[config.mk]
export PLATFORM = sky130hd
export DESIGN_NAME = pe_top
export DESIGN_NICKNAME = d
export VERILOG_FILES = /design/src/rtl/pe_pkg.sv /design/src/rtl/pe_fifo2.sv /design/src/rtl/pe_top.sv
export SDC_FILE = /design/constraint.sdc
export NUM_CORES = 2
export LEC_CHECK = 0
export CAP_MARGIN = 40
export CORE_UTILIZATION = 40
export CTS_CLUSTER_DIAMETER = 200
export DETAILED_ROUTE_END_ITERATION = 10
export GPL_TIMING_DRIVEN = 0
export PLACE_DENSITY = 0.64
export RECOVER_POWER = 25
export SLEW_MARGIN = 10
export SYNTH_ARGS = -nofsm -noshare
export SYNTH_HDL_FRONTEND = slang
export SYNTH_SLANG_ARGS = --single-unit
[constraint.sdc]
create_clock -name clk -period 16.1 [get_ports clk]
set_clock_uncertainty 0.2 [all_clocks]
set_input_delay 4.025 -clock clk [delete_from_list [all_inputs] [get_ports clk]]
set_output_delay 4.025 -clock clk [all_outputs]
set_load 0.01 [all_outputs]
[src/rtl/pe_pkg.sv]
// Shared widths, bit positions and encodings for the processing element.
// Latency: n/a (definitions only).
// Backpressure: n/a (definitions only).
package pe_pkg;

  // Word widths
  localparam int unsigned DW = 36;  // data word: valid + tag + payload
  localparam int unsigned CW = 33;  // configuration word: valid + payload
  localparam int unsigned PW = 32;  // payload

  // Data word fields
  localparam int unsigned VLD_BIT = 35;
  localparam int unsigned TAG_HI  = 34;
  localparam int unsigned TAG_LO  = 32;

  // Configuration word valid bit
  localparam int unsigned CFG_VLD_BIT = 32;

  // Instruction fields
  localparam int unsigned I_TAG_HI = 24;
  localparam int unsigned I_TAG_LO = 22;
  localparam int unsigned I_OE     = 21;
  localparam int unsigned I_CNT_HI = 20;
  localparam int unsigned I_CNT_LO = 16;
  localparam int unsigned I_OP_HI  = 12;
  localparam int unsigned I_OP_LO  = 9;
  localparam int unsigned I_SRC_HI = 8;
  localparam int unsigned I_SRC_LO = 7;

  // Opcodes; 13..15 behave as PASS
  typedef enum logic [3:0] {
    OP_PASS = 4'd0,
    OP_ADD  = 4'd1,
    OP_SUB  = 4'd2,
    OP_AND  = 4'd3,
    OP_OR   = 4'd4,
    OP_XOR  = 4'd5,
    OP_MUL  = 4'd6,
    OP_SHL  = 4'd7,
    OP_SHR  = 4'd8,
    OP_LT   = 4'd9,
    OP_EQ   = 4'd10,
    OP_MAX  = 4'd11,
    OP_MIN  = 4'd12
  } opcode_e;

  // Operand sources
  typedef enum logic [1:0] {
    SRC_IN0_IN1   = 2'b00,
    SRC_IN0_CONST = 2'b01,
    SRC_IN0_IN2   = 2'b10,
    SRC_CONST_IN0 = 2'b11
  } src_e;

endpackage

[src/rtl/pe_fifo2.sv]
// 2-entry synchronous FIFO; ports: clk/rst_n, i_clr (sync flush), i_push/i_dat, i_pop/o_dat, o_full/o_empty.
// Latency: a pushed word is visible at o_dat the cycle after the push edge.
// Backpressure: push is ignored when full, pop is ignored when empty; o_full is pure registered state.
module pe_fifo2
  import pe_pkg::*;
(
  input  logic          clk,
  input  logic          rst_n,
  input  logic          i_clr,
  input  logic          i_push,
  input  logic [DW-1:0] i_dat,
  input  logic          i_pop,
  output logic [DW-1:0] o_dat,
  output logic          o_full,
  output logic          o_empty
);

  logic [DW-1:0] r_mem [2];
  logic          r_wp;
  logic          r_rp;
  logic [1:0]    r_cnt;
  logic          w_push;
  logic          w_pop;

  assign o_full  = (r_cnt == 2'd2);
  assign o_empty = (r_cnt == 2'd0);
  assign w_push  = i_push & ~o_full;
  assign w_pop   = i_pop & ~o_empty;
  assign o_dat   = r_mem[r_rp];

  always_ff @(posedge clk or negedge rst_n) begin
    if (!rst_n) begin
      r_wp  <= 1'b0;
      r_rp  <= 1'b0;
      r_cnt <= 2'd0;
    end else if (i_clr) begin
      r_wp  <= 1'b0;
      r_rp  <= 1'b0;
      r_cnt <= 2'd0;
    end else begin
      if (w_push) r_wp <= ~r_wp;
      if (w_pop)  r_rp <= ~r_rp;
      r_cnt <= r_cnt + {1'b0, w_push} - {1'b0, w_pop};
    end
  end

  // Storage needs no reset: occupancy alone decides what is valid.
  always_ff @(posedge clk) begin
    if (w_push && !i_clr) r_mem[r_wp] <= i_dat;
  end

endmodule

[src/rtl/pe_top.sv]
// Processing element: three queued inputs, configurable 32-bit ALU, one registered output word.
// Ports: clk, reset (async low), PE_Inport0..2 data in, PE_Bus_Port0 bus ctrl, Post_PE_Bp0..7 downstream ready,
//        PE_Configure_Inport config, PE_Outport0 result, Pre_PE_Bp0..2 input ready.
// Latency: word enqueued at edge k produces its result at edge k+1; 1 result/cycle.
// Backpressure: Pre_PE_Bp = queue not full; output holds while any Post_PE_Bp is low.
module pe_top
  import pe_pkg::*;
(
  input  logic          clk,
  input  logic          reset,
  input  logic [DW-1:0] PE_Inport0,
  input  logic [DW-1:0] PE_Inport1,
  input  logic [DW-1:0] PE_Inport2,
  input  logic [3:0]    PE_Bus_Port0,
  input  logic          Post_PE_Bp0,
  input  logic          Post_PE_Bp1,
  input  logic          Post_PE_Bp2,
  input  logic          Post_PE_Bp3,
  input  logic          Post_PE_Bp4,
  input  logic          Post_PE_Bp5,
  input  logic          Post_PE_Bp6,
  input  logic          Post_PE_Bp7,
  input  logic [CW-1:0] PE_Configure_Inport,
  output logic [DW-1:0] PE_Outport0,
  output logic          Pre_PE_Bp0,
  output logic          Pre_PE_Bp1,
  output logic          Pre_PE_Bp2
);

  // Configuration state
  logic          r_loaded;
  logic [PW-1:0] r_instr;
  logic [PW-1:0] r_const;
  logic [4:0]    r_count;
  logic [DW-1:0] r_out;

  // FIFO interface
  logic [DW-1:0] w_head0, w_head1, w_head2;
  logic          w_full0, w_full1, w_full2;
  logic          w_empty0, w_empty1, w_empty2;
  logic          w_push0, w_push1, w_push2;
  logic          w_pop1, w_pop2;

  // Control
  logic          w_clr;
  logic [1:0]    w_src;
  logic [3:0]    w_op;
  logic [4:0]    w_cnt_n;
  logic          w_need1, w_need2;
  logic          w_heads_ok;
  logic          w_exhausted;
  logic          w_post_all;
  logic          w_consume;
  logic          w_fire;
  logic [PW-1:0] w_a, w_b, w_res;
  logic          w_unused;

  assign w_clr   = PE_Bus_Port0[0];
  assign w_src   = r_instr[I_SRC_HI:I_SRC_LO];
  assign w_op    = r_instr[I_OP_HI:I_OP_LO];
  assign w_cnt_n = r_instr[I_CNT_HI:I_CNT_LO];

  // A port is ready purely on registered occupancy, never on this cycle's pop.
  assign Pre_PE_Bp0 = ~w_full0;
  assign Pre_PE_Bp1 = ~w_full1;
  assign Pre_PE_Bp2 = ~w_full2;

  assign w_push0 = PE_Inport0[VLD_BIT] & ~w_full0;
  assign w_push1 = PE_Inport1[VLD_BIT] & ~w_full1;
  assign w_push2 = PE_Inport2[VLD_BIT] & ~w_full2;

  // in0 is always an operand; in1/in2 only for their source selections.
  assign w_need1    = (w_src == SRC_IN0_IN1);
  assign w_need2    = (w_src == SRC_IN0_IN2);
  assign w_heads_ok = ~w_empty0 & (~w_need1 | ~w_empty1) & (~w_need2 | ~w_empty2);
  assign w_exhausted = (w_cnt_n != 5'd0) && (r_count == w_cnt_n);

  assign w_post_all = &{Post_PE_Bp0, Post_PE_Bp1, Post_PE_Bp2, Post_PE_Bp3,
                        Post_PE_Bp4, Post_PE_Bp5, Post_PE_Bp6, Post_PE_Bp7};
  assign w_consume  = r_out[VLD_BIT] & w_post_all;
  assign w_fire     = r_loaded & r_instr[I_OE] & ~w_exhausted & w_heads_ok
                    & (~r_out[VLD_BIT] | w_consume) & ~w_clr;

  assign w_pop1 = w_fire & w_need1;
  assign w_pop2 = w_fire & w_need2;

  pe_fifo2 u_fifo0 (
    .clk(clk), .rst_n(reset), .i_clr(w_clr), .i_push(w_push0), .i_dat(PE_Inport0),
    .i_pop(w_fire), .o_dat(w_head0), .o_full(w_full0), .o_empty(w_empty0)
  );

  pe_fifo2 u_fifo1 (
    .clk(clk), .rst_n(reset), .i_clr(w_clr), .i_push(w_push1), .i_dat(PE_Inport1),
    .i_pop(w_pop1), .o_dat(w_head1), .o_full(w_full1), .o_empty(w_empty1)
  );

  pe_fifo2 u_fifo2 (
    .clk(clk), .rst_n(reset), .i_clr(w_clr), .i_push(w_push2), .i_dat(PE_Inport2),
    .i_pop(w_pop2), .o_dat(w_head2), .o_full(w_full2), .o_empty(w_empty2)
  );

  // Operand selection
  always_comb begin
    w_a = w_head0[PW-1:0];
    w_b = w_head1[PW-1:0];
    case (w_src)
      SRC_IN0_IN1:   begin w_a = w_head0[PW-1:0]; w_b = w_head1[PW-1:0]; end
      SRC_IN0_CONST: begin w_a = w_head0[PW-1:0]; w_b = r_const;         end
      SRC_IN0_IN2:   begin w_a = w_head0[PW-1:0]; w_b = w_head2[PW-1:0]; end
      default:       begin w_a = r_const;         w_b = w_head0[PW-1:0]; end
    endcase
  end

  // ALU
  always_comb begin
    w_res = w_a;
    case (w_op)
      OP_ADD:  w_res = w_a + w_b;
      OP_SUB:  w_res = w_a - w_b;
      OP_AND:  w_res = w_a & w_b;
      OP_OR:   w_res = w_a | w_b;
      OP_XOR:  w_res = w_a ^ w_b;
      OP_MUL:  w_res = w_a * w_b;
      OP_SHL:  w_res = w_a << w_b[4:0];
      OP_SHR:  w_res = w_a >> w_b[4:0];
      OP_LT:   w_res = {31'd0, (w_a < w_b)};
      OP_EQ:   w_res = {31'd0, (w_a == w_b)};
      OP_MAX:  w_res = (w_a > w_b) ? w_a : w_b;
      OP_MIN:  w_res = (w_a < w_b) ? w_a : w_b;
      default: w_res = w_a;
    endcase
  end

  // First config word after reset is the instruction, later ones overwrite the constant.
  // Soft clear deliberately leaves both alone.
  always_ff @(posedge clk or negedge reset) begin
    if (!reset) begin
      r_loaded <= 1'b0;
      r_instr  <= '0;
      r_const  <= '0;
    end else if (PE_Configure_Inport[CFG_VLD_BIT]) begin
      if (!r_loaded) begin
        r_instr  <= PE_Configure_Inport[PW-1:0];
        r_loaded <= 1'b1;
      end else begin
        r_const  <= PE_Configure_Inport[PW-1:0];
      end
    end
  end

  // Output register and result counter; on consumption only the valid bit drops.
  always_ff @(posedge clk or negedge reset) begin
    if (!reset) begin
      r_out   <= '0;
      r_count <= '0;
    end else if (w_clr) begin
      r_out   <= '0;
      r_count <= '0;
    end else if (w_fire) begin
      r_out   <= {1'b1, r_instr[I_TAG_HI:I_TAG_LO], w_res};
      r_count <= r_count + 5'd1;
    end else if (w_consume) begin
      r_out[VLD_BIT] <= 1'b0;
    end
  end

  assign PE_Outport0 = r_out;

  // Reserved/ignored fields, gathered so they are visibly intentional.
  assign w_unused = ^{PE_Bus_Port0[3:1],
                      PE_Inport0[TAG_HI:TAG_LO], PE_Inport1[TAG_HI:TAG_LO], PE_Inport2[TAG_HI:TAG_LO],
                      w_head0[DW-1:PW], w_head1[DW-1:PW], w_head2[DW-1:PW],
                      r_instr[31:25], r_instr[15:13], r_instr[6:0]};

endmodule

* Word level (Yosys, flattened, before mapping)
Memory sizes are Yosys's and may differ from the RTL's.
Cells that the tools add are included.
** Storage, ports and cells
- Register bits :: 111
- Bits in writable memories :: 216
- Bits of input ports :: 155
- Output and inout port bits :: 39
- Logic and storage cells :: 148
- Memories :: 3
** Memories
- u_fifo0.r_mem :: words 2, bits a word 36, rd ports 1, clocked after memory_dff 0, write ports 1, RTL line pe_fifo2.sv:18 : logic [DW-1:0] r_mem [2];
- u_fifo1.r_mem :: words 2, bits a word 36, rd ports 1, clocked after memory_dff 0, write ports 1, RTL line pe_fifo2.sv:18
- u_fifo2.r_mem :: words 2, bits a word 36, rd ports 1, clocked after memory_dff 0, write ports 1, RTL line pe_fifo2.sv:18
** Cells by class
- Add/sub/neg operators :: 9
- $mul :: 1
- $lt $le $gt $ge :: 2
- Equal/unequal tests :: 19
- Shift operators :: 2
- Mux-type cells :: 32
- Bitwise operators :: 43
- Reductions and logical operators :: 22
** Operators with widths (count)
- 32-bit one-hot mux with 12 select lines :: 1
- 32-bit two-way mux :: 3
- 32-bit one-hot mux with 3 select lines :: 1
- 36-bit two-way mux :: 1
- 35-bit two-way mux :: 1
- 32-bit adder :: 1
- 32-bit AND :: 1
- 32-bit == test :: 1
- 32-bit greater-than comparator :: 1
- 32-bit < comparator :: 1
- 32-bit by 32-bit multiplier with 32-bit output :: 1
- 32-bit bitwise OR :: 1
- 32-bit by 5-bit left shift with 32-bit output :: 1
- 32-bit by 5-bit >> shifter with 32-bit output :: 1
- 32-bit subtractor :: 1
- 32-bit XOR :: 1
- 4-bit == test, second input constant :: 5
- 1-bit two-way mux :: 20
- 1-bit AND :: 19
- 1-bit inverter :: 18
- 4-bit by 3-bit == test with 1-bit output, second input constant :: 4
- 2-bit nonzero test :: 7
- 5-bit two-way mux :: 2
- 2-bit == test, second input constant :: 4
- 17 further kinds :: 33

* Longest topological paths before layout
- Word-level depth :: 12
- Mapped depth :: 37
- Gate-level depth less buffers :: 32

* Cells and area by module
A second synthesis with hierarchy kept.
** Second synthesis, totals
- Cells, all modules :: 3961
- Area, all modules :: 38110.3 um^2
** Modules (own cells, without submodules)
- pe_top :: instances 1, cells an instance 3556, area an instance 29195.5 um^2, seq. area each 2227.1 um^2
- pe_fifo2 :: instances 3, cells an instance 135, area an instance 2971.6 um^2, seq. area each 2262.2 um^2

* Worst setup path after synthesis
OpenSTA, ideal clock, no wires.
- Path kind :: flip-flop to flip-flop
- Start :: reg u_fifo0.r_rp
- End :: reg r_out[29] (netlist: PE_Outport0[29])
- Library setup time :: 126 ps
- Arrival time :: 8456 ps
- Required time :: 15774 ps
- Slack :: 7318 ps
- Cell stages (with the launch flop) :: 32
- Buffers on the path :: 4
- Period minus slack after synthesis :: 8782 ps
- Path through :: dfrtp_1 > buf_6 > mux2_2 > mux2i_1 > a221oi_4 > inv_2 > buf_1 > buf_1 > clkbuf_1 > nor2_1 > fa_1 > fa_1 > fa_1 > inv_1 > fa_1 > inv_1 > fa_1 > inv_1 > fa_1 > inv_1 > fa_1 > fa_1 > ha_1 > and3_1 > and3_1 > a221oi_1 > o31a_1 > nand2b_1 > a211oi_1 > nor3_1 > o31a_1 > a221o_1
** On the way
- Longest elaborated chain between the ends :: 7
- Elaborated cells between the ends (all ways) :: 18
- Those cells by class :: add/sub (2); mul (1); order compare (2); shift (2); mux (7); bitwise (3); memory (1)
** RTL lines
- start: declaration :: RTL line pe_fifo2.sv:20 : logic r_rp;
- start signal: assignment :: RTL line pe_fifo2.sv:42 : if (w_pop) r_rp <= ~r_rp;
- memory read 2 x 36 bit *
- parallel branches: the longest is 3 deep, another holds 32-bit by 32-bit multiplier with 32-bit output
- 32-bit one-hot mux with 12 select lines * :: RTL line pe_top.sv:117 : case (w_op)
- 35-bit two-way mux * :: RTL line pe_top.sv:159 : end else if (w_fire) begin
- 36-bit two-way mux * :: RTL line pe_top.sv:156 : end else if (w_clr) begin
- end signal: assignment :: RTL line pe_top.sv:160 : r_out <= {1'b1, r_instr[I_TAG_HI:I_TAG_LO], w_res};
- end: declaration :: RTL line pe_top.sv:35 : logic [DW-1:0] r_out;
Every way passes the cells marked *. The select of a mux whose other input is x is not followed.
A chain may end at the register's enable or synchronous reset.

* Worst setup path in the final report
- Start :: reg u_fifo0.r_rp
- End :: reg r_out[31] (netlist: PE_Outport0[31])
The elaborated chain is that of the path after synthesis.

==> impl_metrics.ini <==
[global_route]
grt_max_degree = 76
antenna_found_initial = 14
first_global_vias = 35463
grt_remaining_overflow = 0
track_usage_pct = 46.2
grt_pass1_wl_mm = 295

[cts]
htreeDepth = 1
holdBufCountCts = 0
path_clk_slew_ns = 0.09
cts.repair.resized = 0
clkSinkCount = 293
clockRootBuffer = clkbuf_16
cts_buffer_depth = 3
clkLatencyLatePin_ns = 0.60
post-cts-setup-buffers = 0
cts_made_buffers = 27
cts_tree = yes

[floorplanning]
initial_core_util_pct = 40.6
coreArea_um2 = 90600
num_rows = 110
ioPinCount = 194
die-width_um = 305
dieHeight_um = 305
dieArea_um2 = 93200

[min_path]
holdCritPathClass = reg -> reg

[synthesis]
synthesis.area_um2 = 36800
post_synth_num_cell_types = 97
synth_compound_area_share_pct = 15.5
syn_inst = 4121
synth-warning-count = 0
synthXorXnorAreaFrac_pct = 2.81
yosys_most_used_dff = edfxtp_1
synth_top_family_by_area = adder cells
yosysSeqAreaShare_pct = 22.5
synth_mux_area_share_pct = 6.86
synth-simple-area-share_pct = 13.6
synth_fp_nets = 4913
avgSynthCellArea_um2 = 8.93
synth-adder-area-share_pct = 30.0
synth_seq_cells = 293
synth-edff-count = 192
async_reset_ff_share_pct = 34.5

[outcome]
violations = capacitance limit, slew limit
status = finished with violations

[cells_and_area]
fin_nets = 5250
area_growth_pct = 15.9
drive_gt1_share_pct = 9.96
fillers = 8777
seq_area_um2 = 8290
multiInputGateArea_um2 = 25500

[place]
place_congestion = 1.10
dp_hpwl_mm = 179
port_buffers = 180

[route]
final_antenna_net_count = 0
dr.pass1.iters = 8
post_drt_via_cell_ratio = 6.41
wl_mm = 217
post_drt_wl_per_cell_um = 38.4
vias = 36293
drt_iter0_markers = 5025
remaining_drc_errors = 0

[setup_path]
crit_buf_inv = 10
cpMostUsedCell = fa_1
start_kind = flop
critical_path_required_ns = 16.35
crit_fanout = 10
path_class = reg -> reg
critPathArrivalTime_ns = 12.09
crit_slowest_cell = buf_1
crit_family = adder cells
critPathMaxStageDelay_ns = 0.82
end_kind = flop

[timing]
tns_ns = 0
tightest_slew_ns = 4.69
fin_crit_sh_pct = 73.6
setup_viol = 0
report.final.hold_viol_count = 0
finalMaxSlewViolations = 104
fin_crit_ns = 11.84
max_slew_margin_pct = -213
rsz0062_at_grt = no
max_freq_ghz = 0.0844

[job]
timing.max_cap.violations = 2
## area by class of cell
| type | count | area share [%] |
|---|---|---|
| clock buffer | 28 | 1.59 |
| inverter | 515 | 4.56 |
| tap | 1176 | 3.45 |
| buffer | 276 | 2.99 |
| timing repair buffer | 308 | 7.57 |
| clock inverter | 21 | 0.596 |
| multi-input combinational | 3037 | 59.8 |
| sequential | 293 | 19.5 |
| antenna | 5 | 0.0293 |
## metrics by stage
| stage | instance area [um^2] | hold slack (ns) | std cells | util (%) | setup WS [ns] |
|---|---|---|---|---|---|
| after floorplan | 36800 | 0.279 | 4121 | - | 7.32 |
| after global placement | 40100 | 0.265 | 5477 | 44.2 | 4.32 |
| after detailed placement | 41700 | 0.275 | 5604 | 46.1 | 4.64 |
| after CTS | 42600 | 0.298 | 5653 | 47.1 | 4.61 |
| after global routing | 42600 | 0.319 | 5654 | 47.1 | 4.10 |
| final | 42600 | 0.301 | 5659 | 47.1 | 4.26 |
## placed cells by master, fill, tap and decap left out, drive strengths merged, types with 23 or more instances in the layout
master / Yosys / layout
nor2: 564 / 564
inv: 501 / 504
nand2: 432 / 432
fa: 410 / 410
buf: 111 / 238
ha: 227 / 227
a21oi: 225 / 225
clkbuf: 165 / 195
edfxtp: 192 / 192
o21ai: 189 / 189
clkdlybuf4s50: 0 / 145
mux2: 111 / 111
dfrtp: 101 / 101
mux2i: 99 / 99
xnor2: 89 / 89
a211oi: 57 / 57
o211ai: 54 / 54
nand3: 48 / 48
a221oi: 44 / 44
nor3: 43 / 43
a21o: 38 / 38
dlygate4sd3: 0 / 34
a22oi: 29 / 29
o22ai: 27 / 27
a31oi: 24 / 24
xor2: 23 / 23
clkinv: 14 / 23
## path summary, 6_finish.rpt
path / end / slack [ns] / cells after the start / startpoint
max reg2reg: PE_Outport0[31]$_DFFE_PN0P_ / 4.26 / 33 / u_fifo0.r_rp$_DFFE_PN0P_
max in group asynchronous: PE_Outport0[29]$_DFFE_PN0P_ / 6.75 / 2 / reset
min reg2reg: PE_Outport0[2]$_DFFE_PN0P_ / 0.30 / 1 / PE_Outport0[2]$_DFFE_PN0P_
max: PE_Outport0[31]$_DFFE_PN0P_ / 4.26 / 33 / u_fifo0.r_rp$_DFFE_PN0P_
min in group asynchronous: r_const[21]$_DFFE_PN0P_ / 3.70 / 1 / reset
min: PE_Outport0[2]$_DFFE_PN0P_ / 0.30 / 1 / PE_Outport0[2]$_DFFE_PN0P_
## flip-flops by register name (all words and copies together) (netlist names)
name           cells
PE_Outport0       36
u_fifo2.r_cnt      2
u_fifo2.r_mem     64
u_fifo1.r_wp       1
r_instr           15
u_fifo0.r_rp       1
u_fifo0.r_cnt      2
r_count            5
u_fifo1.r_cnt      2
u_fifo1.r_rp       1
u_fifo0.r_mem     64
u_fifo2.r_wp       1
r_loaded           1
u_fifo0.r_wp       1
r_const           32
u_fifo1.r_mem     64
u_fifo2.r_rp       1
## kinds of logic (layout without fill, tap and decap cells)
family,count (synthesis),in the layout
AO/OA/AOI/OAI,855,855
XOR/XNOR,114,114
adder cells (fa/ha/maj),637,637
buffers and inverters,791,1148
flip-flops,293,293
multiplexers,222,222
other,0,5
AND/OR/NAND/NOR,1209,1209
## Yosys cell counts, types with 9 or more instances
master,count,share of area (%)
o31ai_1,11,0.22
ha_1,227,7.7
o21ai_1,26,0.35
buf_6,14,0.43
a221o_1,12,0.33
o21bai_1,22,0.45
o21ai_0,163,2.2
nor4_1,10,0.17
nor3_1,43,0.58
a221oi_1,40,0.95
a211oi_1,57,1.2
o22ai_1,27,0.46
a311oi_1,10,0.24
buf_4,14,0.29
nor2_1,560,5.7
nand2_1,431,4.4
inv_1,493,5.0
mux2_2,98,3.0
xnor2_1,88,2.1
dfrtp_1,101,6.9
o221ai_1,21,0.50
a21oi_1,220,3.0
xor2_1,23,0.55
mux4_2,12,0.73
nor2b_1,19,0.32
and2_1,9,0.15
buf_1,32,0.33
and3_1,10,0.17
clkbuf_1,165,1.7
nand3_1,48,0.65
fa_1,410,22
nand2b_1,16,0.27
clkinv_1,12,0.12
mux2_1,13,0.40
a21o_1,38,0.78
edfxtp_1,192,16
a31oi_1,23,0.39
nand4_1,16,0.27
buf_2,51,0.69
a22oi_1,26,0.53
o21a_1,10,0.20
or3_1,13,0.22
mux2i_1,96,2.6
o211ai_1,53,1.1
## layer usage
| layer | part of all wire [%] | track usage [%] | wire, um | vias to the layer above |
|---|---|---|---|---|
| met1 | 38 | 59.4 | 83100 | 18314 |
| met4 | 8.2 | 29.8 | 17700 | 10 |
| li1 | - | - | - | 14555 |
| met5 | 0.026 | 0 | 57 | - |
| met3 | 11 | 10.4 | 23800 | 674 |
| met2 | 43 | 70.0 | 92800 | 2740 |
Power is left out: the tool's default activity adds up to more than one toggle a clock period on the data nets, which glitch-free logic cannot reach.
